[src/rtl/wide_add_pkg.sv]
// -----------------------------------------------------------------------------
// wide_add_pkg
// Shared constants and types for the wide_add_sequencer block.
//   SLICE_W : width of one adder slice (16 bits)
//   state_t : sequencer FSM states (IDLE, ADD, DONE)
// -----------------------------------------------------------------------------
package wide_add_pkg;

    localparam int SLICE_W = 16;

    typedef enum logic [1:0] {
        IDLE = 2'd0,
        ADD  = 2'd1,
        DONE = 2'd2
    } state_t;

endpackage : wide_add_pkg

[src/rtl/adder16.sv]
// -----------------------------------------------------------------------------
// adder16
// Combinational 16-bit carry-lookahead adder: four 4-bit lookahead groups
// joined by a second lookahead level on the group generate/propagate terms.
// Ports:
//   a, b : 16-bit operands
//   cin  : carry in
//   s    : 16-bit sum
//   cout : carry out
// -----------------------------------------------------------------------------
module adder16 (
    input  logic [15:0] a,
    input  logic [15:0] b,
    input  logic        cin,
    output logic [15:0] s,
    output logic        cout
);

    logic [15:0] w_g;
    logic [15:0] w_p;
    logic [3:0]  w_gg;
    logic [3:0]  w_gp;
    logic [4:0]  w_gc;
    logic [15:0] w_c;

    assign w_g = a & b;
    assign w_p = a ^ b;

    genvar gk;
    generate
        for (gk = 0; gk < 4; gk++) begin : g_grp
            localparam int B0 = 4 * gk;

            // Group generate / propagate
            assign w_gg[gk] = w_g[B0+3]
                            | (w_p[B0+3] & w_g[B0+2])
                            | (w_p[B0+3] & w_p[B0+2] & w_g[B0+1])
                            | (w_p[B0+3] & w_p[B0+2] & w_p[B0+1] & w_g[B0]);
            assign w_gp[gk] = &w_p[B0 +: 4];

            // Bit carries inside the group, expanded from the group carry-in
            assign w_c[B0]   = w_gc[gk];
            assign w_c[B0+1] = w_g[B0] | (w_p[B0] & w_gc[gk]);
            assign w_c[B0+2] = w_g[B0+1]
                             | (w_p[B0+1] & w_g[B0])
                             | (w_p[B0+1] & w_p[B0] & w_gc[gk]);
            assign w_c[B0+3] = w_g[B0+2]
                             | (w_p[B0+2] & w_g[B0+1])
                             | (w_p[B0+2] & w_p[B0+1] & w_g[B0])
                             | (w_p[B0+2] & w_p[B0+1] & w_p[B0] & w_gc[gk]);
        end
    endgenerate

    // Second-level lookahead across the four groups
    assign w_gc[0] = cin;
    assign w_gc[1] = w_gg[0] | (w_gp[0] & cin);
    assign w_gc[2] = w_gg[1]
                   | (w_gp[1] & w_gg[0])
                   | (w_gp[1] & w_gp[0] & cin);
    assign w_gc[3] = w_gg[2]
                   | (w_gp[2] & w_gg[1])
                   | (w_gp[2] & w_gp[1] & w_gg[0])
                   | (w_gp[2] & w_gp[1] & w_gp[0] & cin);
    assign w_gc[4] = w_gg[3]
                   | (w_gp[3] & w_gg[2])
                   | (w_gp[3] & w_gp[2] & w_gg[1])
                   | (w_gp[3] & w_gp[2] & w_gp[1] & w_gg[0])
                   | (w_gp[3] & w_gp[2] & w_gp[1] & w_gp[0] & cin);

    assign s    = w_p ^ w_c;
    assign cout = w_gc[4];

endmodule : adder16

[src/rtl/wide_add_sequencer.sv]
// -----------------------------------------------------------------------------
// wide_add_sequencer
// Adds two W = 16*SLICES bit operands one 16-bit slice per clock through a
// single shared adder16, least-significant slice first.
// Optional feature macro: WIDE_ADD_SUB_EN (adds the Sub input; A-B mode).
// Ports:
//   Clk     : clock, rising edge
//   Reset_n : asynchronous active-low reset
//   Start   : request; accepted only while idle
//   A, B    : operands, captured on the accepting edge
//   Sub     : (WIDE_ADD_SUB_EN only) subtract select, captured on accept
//   Ready   : high while idle
//   Sum     : registered result, modulo 2^W
//   CO      : registered carry out of the top slice (no-borrow in Sub mode)
//   Done    : one-cycle completion pulse
// -----------------------------------------------------------------------------
module wide_add_sequencer
    import wide_add_pkg::*;
#(
    parameter  int SLICES = 4,
    localparam int W      = SLICE_W * SLICES
) (
    input  logic         Clk,
    input  logic         Reset_n,
    input  logic         Start,
    input  logic [W-1:0] A,
    input  logic [W-1:0] B,
`ifdef WIDE_ADD_SUB_EN
    input  logic         Sub,
`endif
    output logic         Ready,
    output logic [W-1:0] Sum,
    output logic         CO,
    output logic         Done
);

    localparam int IDX_W = (SLICES > 1) ? $clog2(SLICES) : 1;
    localparam logic [IDX_W-1:0] LAST_IDX = IDX_W'(SLICES - 1);

    state_t             r_state;
    logic [IDX_W-1:0]   r_idx;
    logic               r_carry;
    logic [W-1:0]       r_a;
    logic [W-1:0]       r_b;
    logic [W-1:0]       r_sum;
    logic               r_co;
    logic               r_done;
    logic               r_ready;
`ifdef WIDE_ADD_SUB_EN
    logic               r_sub;
`endif

    logic [SLICE_W-1:0] w_a_sl [SLICES];
    logic [SLICE_W-1:0] w_b_sl [SLICES];
    logic [SLICE_W-1:0] w_a_slice;
    logic [SLICE_W-1:0] w_b_slice;
    logic [SLICE_W-1:0] w_b_op;
    logic [SLICE_W-1:0] w_s;
    logic               w_cout;
    logic               w_cin_init;
    logic [W-1:0]       w_sum_next;

    // Slice views of the latched operands; the current slice is picked by idx,
    // and only the slice idx of the result is replaced on an ADD edge.
    genvar gs;
    generate
        for (gs = 0; gs < SLICES; gs++) begin : g_slice
            assign w_a_sl[gs] = r_a[gs*SLICE_W +: SLICE_W];
            assign w_b_sl[gs] = r_b[gs*SLICE_W +: SLICE_W];
            assign w_sum_next[gs*SLICE_W +: SLICE_W] =
                (r_idx == IDX_W'(gs)) ? w_s : r_sum[gs*SLICE_W +: SLICE_W];
        end
    endgenerate

    assign w_a_slice = w_a_sl[r_idx];
    assign w_b_slice = w_b_sl[r_idx];

`ifdef WIDE_ADD_SUB_EN
    // Two's-complement subtract: invert B and seed the carry with 1
    assign w_b_op     = r_sub ? ~w_b_slice : w_b_slice;
    assign w_cin_init = Sub;
`else
    assign w_b_op     = w_b_slice;
    assign w_cin_init = 1'b0;
`endif

    adder16 u_adder16 (
        .a    (w_a_slice),
        .b    (w_b_op),
        .cin  (r_carry),
        .s    (w_s),
        .cout (w_cout)
    );

    always_ff @(posedge Clk or negedge Reset_n) begin
        if (!Reset_n) begin
            r_state <= IDLE;
            r_idx   <= '0;
            r_carry <= 1'b0;
            r_a     <= '0;
            r_b     <= '0;
            r_sum   <= '0;
            r_co    <= 1'b0;
            r_done  <= 1'b0;
            r_ready <= 1'b1;
`ifdef WIDE_ADD_SUB_EN
            r_sub   <= 1'b0;
`endif
        end else begin
            case (r_state)
                IDLE: begin
                    r_done <= 1'b0;
                    if (Start) begin
                        r_a     <= A;
                        r_b     <= B;
`ifdef WIDE_ADD_SUB_EN
                        r_sub   <= Sub;
`endif
                        r_idx   <= '0;
                        r_carry <= w_cin_init;
                        r_ready <= 1'b0;
                        r_state <= ADD;
                    end
                end
                ADD: begin
                    r_sum   <= w_sum_next;
                    r_carry <= w_cout;
                    if (r_idx == LAST_IDX) begin
                        r_co    <= w_cout;
                        r_done  <= 1'b1;
                        r_state <= DONE;
                    end else begin
                        r_idx <= r_idx + 1'b1;
                    end
                end
                DONE: begin
                    r_done  <= 1'b0;
                    r_ready <= 1'b1;
                    r_state <= IDLE;
                end
                default: begin
                    r_done  <= 1'b0;
                    r_ready <= 1'b1;
                    r_state <= IDLE;
                end
            endcase
        end
    end

    assign Ready = r_ready;
    assign Sum   = r_sum;
    assign CO    = r_co;
    assign Done  = r_done;

endmodule : wide_add_sequencer

[config.mk]
export PLATFORM = sky130hd
export DESIGN_NAME = wide_add_sequencer
export DESIGN_NICKNAME = d
export VERILOG_FILES = /design/src/rtl/wide_add_pkg.sv /design/src/rtl/adder16.sv /design/src/rtl/wide_add_sequencer.sv
export SDC_FILE = /design/constraint.sdc
export NUM_CORES = 1
export LEC_CHECK = 0
export ABC_CLOCK_PERIOD_IN_PS = 7100
export BUFFER_PORTS_ARGS = -buffer_cell sky130_fd_sc_hd__buf_2
export CAP_MARGIN = 15
export CORE_MARGIN = 1
export CORE_UTILIZATION = 35
export CTS_CLUSTER_DIAMETER = 30
export DETAILED_ROUTE_END_ITERATION = 7
export GPL_TIMING_DRIVEN = 0
export SKIP_LAST_GASP = 1
export SLEW_MARGIN = 20
export SYNTH_ARGS = -nofsm -noshare
export SYNTH_HDL_FRONTEND = slang
export SYNTH_SLANG_ARGS = --single-unit
[constraint.sdc]
create_clock -name Clk -period 7.1 [get_ports Clk]
set_input_delay 1.42 -clock Clk [delete_from_list [all_inputs] [get_ports Clk]]
set_output_delay 1.42 -clock Clk [all_outputs]
set_load 0.05 [all_outputs]
# ---- Word level (Yosys, flattened, before mapping)
# Index checks and enable logic that the tools add are counted.
dict set report classes {
  add_sub_neg 1
  n_lt_le_gt_ge 1
  eq_ne 7
  n_mux 17
  bitwise 123
  n_reduce_logical 16
}
# operator n
set op_table {}
lappend op_table {{1-bit bitwise AND} 72}
lappend op_table {{16-bit binary-select mux with 2-bit select} 2}
lappend op_table {{16-bit two-way mux} 4}
lappend op_table {{1-bit bitwise OR} 46}
lappend op_table {{16-bit XOR} 2}
lappend op_table {{16-bit bitwise AND} 1}
lappend op_table {{2-bit AND reduction} 8}
lappend op_table {{4-bit AND reduction} 4}
lappend op_table {{2-bit two-way mux} 4}
lappend op_table {{2-bit one-hot mux with 2 select lines} 2}
lappend op_table {{2-bit != test (second input constant)} 3}
lappend op_table {{2-bit by 1-bit equality test with 1-bit output (second input constant)} 2}
lappend op_table {{2-bit equality test (second input constant)} 2}
lappend op_table {{2-bit zero test} 2}
lappend op_table {{1-bit one-hot mux with 2 select lines} 2}
lappend op_table {{3-bit >= comparator (second input constant)} 1}
lappend op_table {{1-bit two-way mux} 3}
lappend op_table {{2-bit inverter with 3-bit output} 1}
lappend op_table {{3-bit AND reduction} 1}
lappend op_table {{2-bit by 1-bit adder with 2-bit output (second input constant)} 1}
lappend op_table {{2-bit nonzero test} 1}
lappend op_table {{1-bit inverter} 1}
dict set report totals {
  register_bits 200
  input_bits 131
  output_inout_bits 67
  wordCells 177
}

# ---- Longest topological paths before layout
dict set report logic_depth {
  ltp_word 16
  depth_mapped 13
  ltp_nobuf 10
}

# ---- Cells and area by module
# Synthesis repeated with hierarchy kept, for this count alone.
dict set report unflattened {
  cells_unflattened 552
  hier_area_um2 9132.5
}
# mod n_inst cells_per_inst area_each_um2 seq_area_each_um2
set modules_own_cells {}
lappend modules_own_cells {wide_add_sequencer 1 479 8485.6 5006.1}
lappend modules_own_cells {adder16 1 73 646.9 0.0}

# ---- Worst setup path before layout
# No wires, ideal clock.
dict set report synth_timing {
  kind {reg2reg}
  from {register r_idx[0]}
  to {register r_sum[12] (netlist: Sum[12])}
  setup_time_ns 0.125
  arrival_ns 3.423
  required_time_ns 6.975
  slack_ns 3.553
  path_stages_with_launch 13
  path_buffers 3
  period_less_slack_ns 3.547
  path_cell_list {dfrtp_1 -> buf_2 -> buf_2 -> mux4_2 -> ha_1 -> a21oi_1 -> o21ai_0 -> a21oi_1 -> and2_1 -> buf_2 -> inv_1 -> fa_1 -> mux2_2}
}
dict set report synth_via {
  elab_chain_len 14
  elab_cells_between_ends 47
  classes_between {6 x mux; 36 x bitwise; 5 x reduce/logical}
}
# item line
set synth_lines {}
lappend synth_lines {{from (decl)} wide_add_sequencer.sv:41} ;# logic [IDX_W-1:0] r_idx;
lappend synth_lines {{from (signal assigned)} wide_add_sequencer.sv:133} ;# r_idx <= r_idx + 1'b1;
lappend synth_lines {{2-bit inverter with 3-bit output (not written as such) (*)} {wide_add_sequencer.sv:75, wide_add_sequencer.sv:76}}
lappend synth_lines {{16-bit binary-select mux with 2-bit select (on tied branches)} {wide_add_sequencer.sv:75, wide_add_sequencer.sv:76}}
lappend synth_lines {{16-bit two-way mux (on tied branches) (2 in series)} {wide_add_sequencer.sv:75, wide_add_sequencer.sv:76}}
lappend synth_lines {{16-bit XOR / 16-bit bitwise AND (equally long branches)} {adder16.sv:27, adder16.sv:26}}
lappend synth_lines {{1-bit bitwise AND (on tied branches)} {adder16.sv:36, adder16.sv:37, adder16.sv:38}}
lappend synth_lines {{1-bit bitwise OR (tied with other cells)} adder16.sv:36} ;# | (w_p[B0+3] & w_g[B0+2])
lappend synth_lines {{1-bit bitwise OR / 1-bit bitwise AND (equally long branches)} {adder16.sv:37, adder16.sv:38}}
lappend synth_lines {{1-bit bitwise OR} adder16.sv:38} ;# | (w_p[B0+3] & w_p[B0+2] & w_p[B0+1] & w_g[B0]);
lappend synth_lines {{1-bit bitwise AND} adder16.sv:61} ;# | (w_gp[2] & w_gg[1])
lappend synth_lines {{1-bit bitwise OR} adder16.sv:61}
lappend synth_lines {{1-bit bitwise OR} adder16.sv:62} ;# | (w_gp[2] & w_gp[1] & w_gg[0])
lappend synth_lines {{1-bit bitwise OR} adder16.sv:63} ;# | (w_gp[2] & w_gp[1] & w_gp[0] & cin);
lappend synth_lines {{16-bit XOR (*)} adder16.sv:70} ;# assign s = w_p ^ w_c;
lappend synth_lines {{named net u_adder16.s[12]} adder16.sv:15} ;# output logic [15:0] s,
lappend synth_lines {{to (signal assigned)} wide_add_sequencer.sv:126} ;# r_sum <= w_sum_next;
lappend synth_lines {{to (decl)} wide_add_sequencer.sv:45} ;# logic [W-1:0] r_sum;
# Mark *: on every way through the listed nets, which the timed path passes. The rest lies on a longest branch. The select of a mux whose other input is x is not followed.
# A chain may end at the register's enable or synchronous reset.

# ---- Final worst setup path
dict set report layout_timing {
  from {register r_idx[1]}
  to {register r_sum[13] (netlist: Sum[13])}
}
dict set report layout_via {
  elab_chain_len 16
  elab_cells_between_ends 49
  classes_between {6 x mux; 38 x bitwise; 5 x reduce/logical}
}
# item line
set layout_lines {}
lappend layout_lines {{2-bit inverter with 3-bit output (not written as such)} {wide_add_sequencer.sv:75, wide_add_sequencer.sv:76}}
lappend layout_lines {{16-bit binary-select mux with 2-bit select (on tied branches)} {wide_add_sequencer.sv:75, wide_add_sequencer.sv:76}}
lappend layout_lines {{16-bit two-way mux (on tied branches) (2 in series)} {wide_add_sequencer.sv:75, wide_add_sequencer.sv:76}}
lappend layout_lines {{16-bit XOR / 16-bit bitwise AND (equally long branches)} {adder16.sv:27, adder16.sv:26}}
lappend layout_lines {{1-bit bitwise AND (on tied branches)} {adder16.sv:36, adder16.sv:37, adder16.sv:38}}
lappend layout_lines {{1-bit bitwise OR (tied with other cells)} adder16.sv:36}
lappend layout_lines {{1-bit bitwise OR / 1-bit bitwise AND (equally long branches)} {adder16.sv:37, adder16.sv:38}}
lappend layout_lines {{1-bit bitwise OR} adder16.sv:38}
lappend layout_lines {{1-bit bitwise AND} adder16.sv:61}
lappend layout_lines {{1-bit bitwise OR} adder16.sv:61}
lappend layout_lines {{1-bit bitwise OR} adder16.sv:62}
lappend layout_lines {{1-bit bitwise OR} adder16.sv:63}
lappend layout_lines {{1-bit bitwise AND} adder16.sv:43} ;# assign w_c[B0+1] = w_g[B0] | (w_p[B0] & w_gc[gk]);
lappend layout_lines {{1-bit bitwise OR} adder16.sv:43}
lappend layout_lines {{16-bit XOR} adder16.sv:70}
# Several ways; a longest one is shown, not always the timed one. The select of a mux whose other input is x is not followed.

==> metrics.cfg <==
[worst_setup_path]
critPathBufInv = 4
setup.worst_path.class = reg2reg
path_delay_family = buffers and inverters
slowest_stage = clkbuf_1
startpoint_type = flop
worstPathArrival_ps = 4750
cp-end-kind = flop
path_cells = clkbuf_1, clkbuf_1, mux4_2, ha_1, a21oi_1, o21ai_0, a21oi_1, and2_1, buf_2, inv_1, fa_1, xnor2_1, o21ai_0
max_stage_delay_ps = 640
required_ps = 7400
crit_fanout = 10

[placed_design]
place_area_sq_mm = 0.0103
portBuffers = 197
routabilityCongestion = 0.787
dp_hpwl_um = 17300

[final_layout]
regArea_sq_mm = 0.00501
area_growth_syn_to_layout_pct = 23.3
fin_area_sq_mm = 0.0110
layout_common_cells = buf_2 (218), dfrtp_1 (199), mux2_2 (130)
final_layout_size_suffix_gt1_frac = 0.489
final_common_cell = buf_2
num-fill-cells = 2338
multi_input_area_sq_mm = 0.00368
fin_nets = 1013

[synth]
synth_nets = 795
yosysUniqueCellTypes = 38
synth-seq-cells = 200
syn_avg_cell_area_sq_um = 13.9
netlist_area_sq_mm = 0.00889
yosysWarnings = 0
synth_cells = 640
synth_seq_area_share = 0.563

[sta]
fin_crit_sh = 0.626
relSlewSlack = 0.458
rsz0062_at_grt = false
setup_tns_ps = 0
finalSetupViolations = 0
maxSlewViolCount = 0
fmax_ghz = 0.225
hold_viol = 0
worstMarginPinSlew_ps = 813
finalClockSkew_ps = 16.7
min_period_ps = 4450

[run_status]
outcome = finished, final reports clean

[detailed_routing]
wire_per_inst_um = 19.1
drt_iter0_markers = 422
ant_nets = 0
drc_errors = 0
drt-pass1-iter-count = 4
drt_wl_total_um = 23000
vias = 5910
viasPerCell = 4.92

[cts]
clk_latency_ps = 440
cts_hold_buf = 0
cts_sinks = 200
clockBufferDepth = 2
post-cts-setup-buffers = 0
cts_made_buffers = 17
cts_tree = built
cts_max_level = 4
cts_repair_resize_count = 0
clkTransAtPathRegs_ps = 80
root_buffer = clkbuf_16

[global_routing]
grt_pass1_vias = 6202
antenna_found_initial = 8
overflow = 0
grt_max_degree = 88
groute.usage.overall = 0.187
grt_pass1_wl_um = 36400

[floorplanning]
row_count = 57
core_sq_mm = 0.0246
die_y_um = 161
dieArea_sq_mm = 0.0260
die_w_um = 161
start_util = 0.361
ios = 198

[flow_run]
drv_cap = 0

[worst_hold_path]
hold_class = reg2reg

cells in the mapped netlist, drive strengths merged:
cell,n,area [sq um]
xor2,3,26.3
fa,4,80.1
a21oi,16,80.1
a31o,1,8.76
xnor2,8,70.1
o21a,1,7.51
mux4,32,721
ha,20,250
o21ba,1,10.0
buf,22,110
dfrtp,199,4980
a21o,4,30.0
or3,4,25.0
a211oi,1,12.5
mux2,140,1580
a221oi,5,50.0
nor3,6,35.0
o31ai,1,21.3
o21bai,1,7.51
nand3,5,25.0
a31oi,1,12.5
nand2b,1,6.26
nand2,60,228
dfstp,1,26.3
inv,11,41.3
nor2,15,63.8
clkbuf,14,52.6
o211ai,4,30.0
o21ai,56,280
and2,2,12.5
nor3b,1,7.51
logic make-up after synthesis:
group,synth area share
fa+ha+maj,0.0372
flops,0.563
xor+xnor,0.0108
compound gates,0.0619
buf+inv,0.0229
mux,0.258
simple gates,0.0453
stage by stage:
step,utilization,hold slack (ps),cells,worst slack [ps]
after floorplan,-,452,640,3550
after global placement,0.418,455,1161,1040
after detailed placement,0.420,466,1163,2610
after CTS,0.445,482,1195,2590
after global routing,0.445,495,1198,2310
final,0.445,477,1201,2650
state kept, by name (all words and copies together), names as in the netlist:
name / flops
r_idx: 2
r_state: 2
Done: 1
r_carry: 1
r_a: 64
Sum: 64
Ready: 1
r_b: 64
CO: 1
routing by layer:
layer / global-route usage / up-vias / share of wire
li1: - / 2744 / -
met1: 0.253 / 2978 / 0.46
met2: 0.300 / 163 / 0.47
met3: 0.0519 / 21 / 0.060
met4: 0.0425 / 4 / 0.0079
met5: 0 / - / 0.0010
final timing paths:
| path | start | end | slack (ps) | cells past startpoint |
|---|---|---|---|---|
| max | r_idx[1] | Sum[13] | 2650 | 13 |
| min | Done | Done | 480 | 1 |
| max reg2reg | r_idx[1] | Sum[13] | 2650 | 13 |
| min reg2reg | Done | Done | 480 | 1 |
| max in group asynchronous | Reset_n | Sum[5] | 5380 | 2 |
| min in group asynchronous | Reset_n | r_a[29] | 910 | 1 |
area by class of cell:
cell class	instances	share of cell area
clock buffers	18	0.0401
repair buffers	199	0.0959
diodes	6	0.00137
well taps	324	0.0370
inverters	11	0.00377
multi-input cells	393	0.336
flip-flops and latches	200	0.457
plain buffers	36	0.0148
clock inverters	14	0.0147
Power is not shown: default switching activity piles up to over one toggle a cycle in this logic, so the estimate is an artifact.
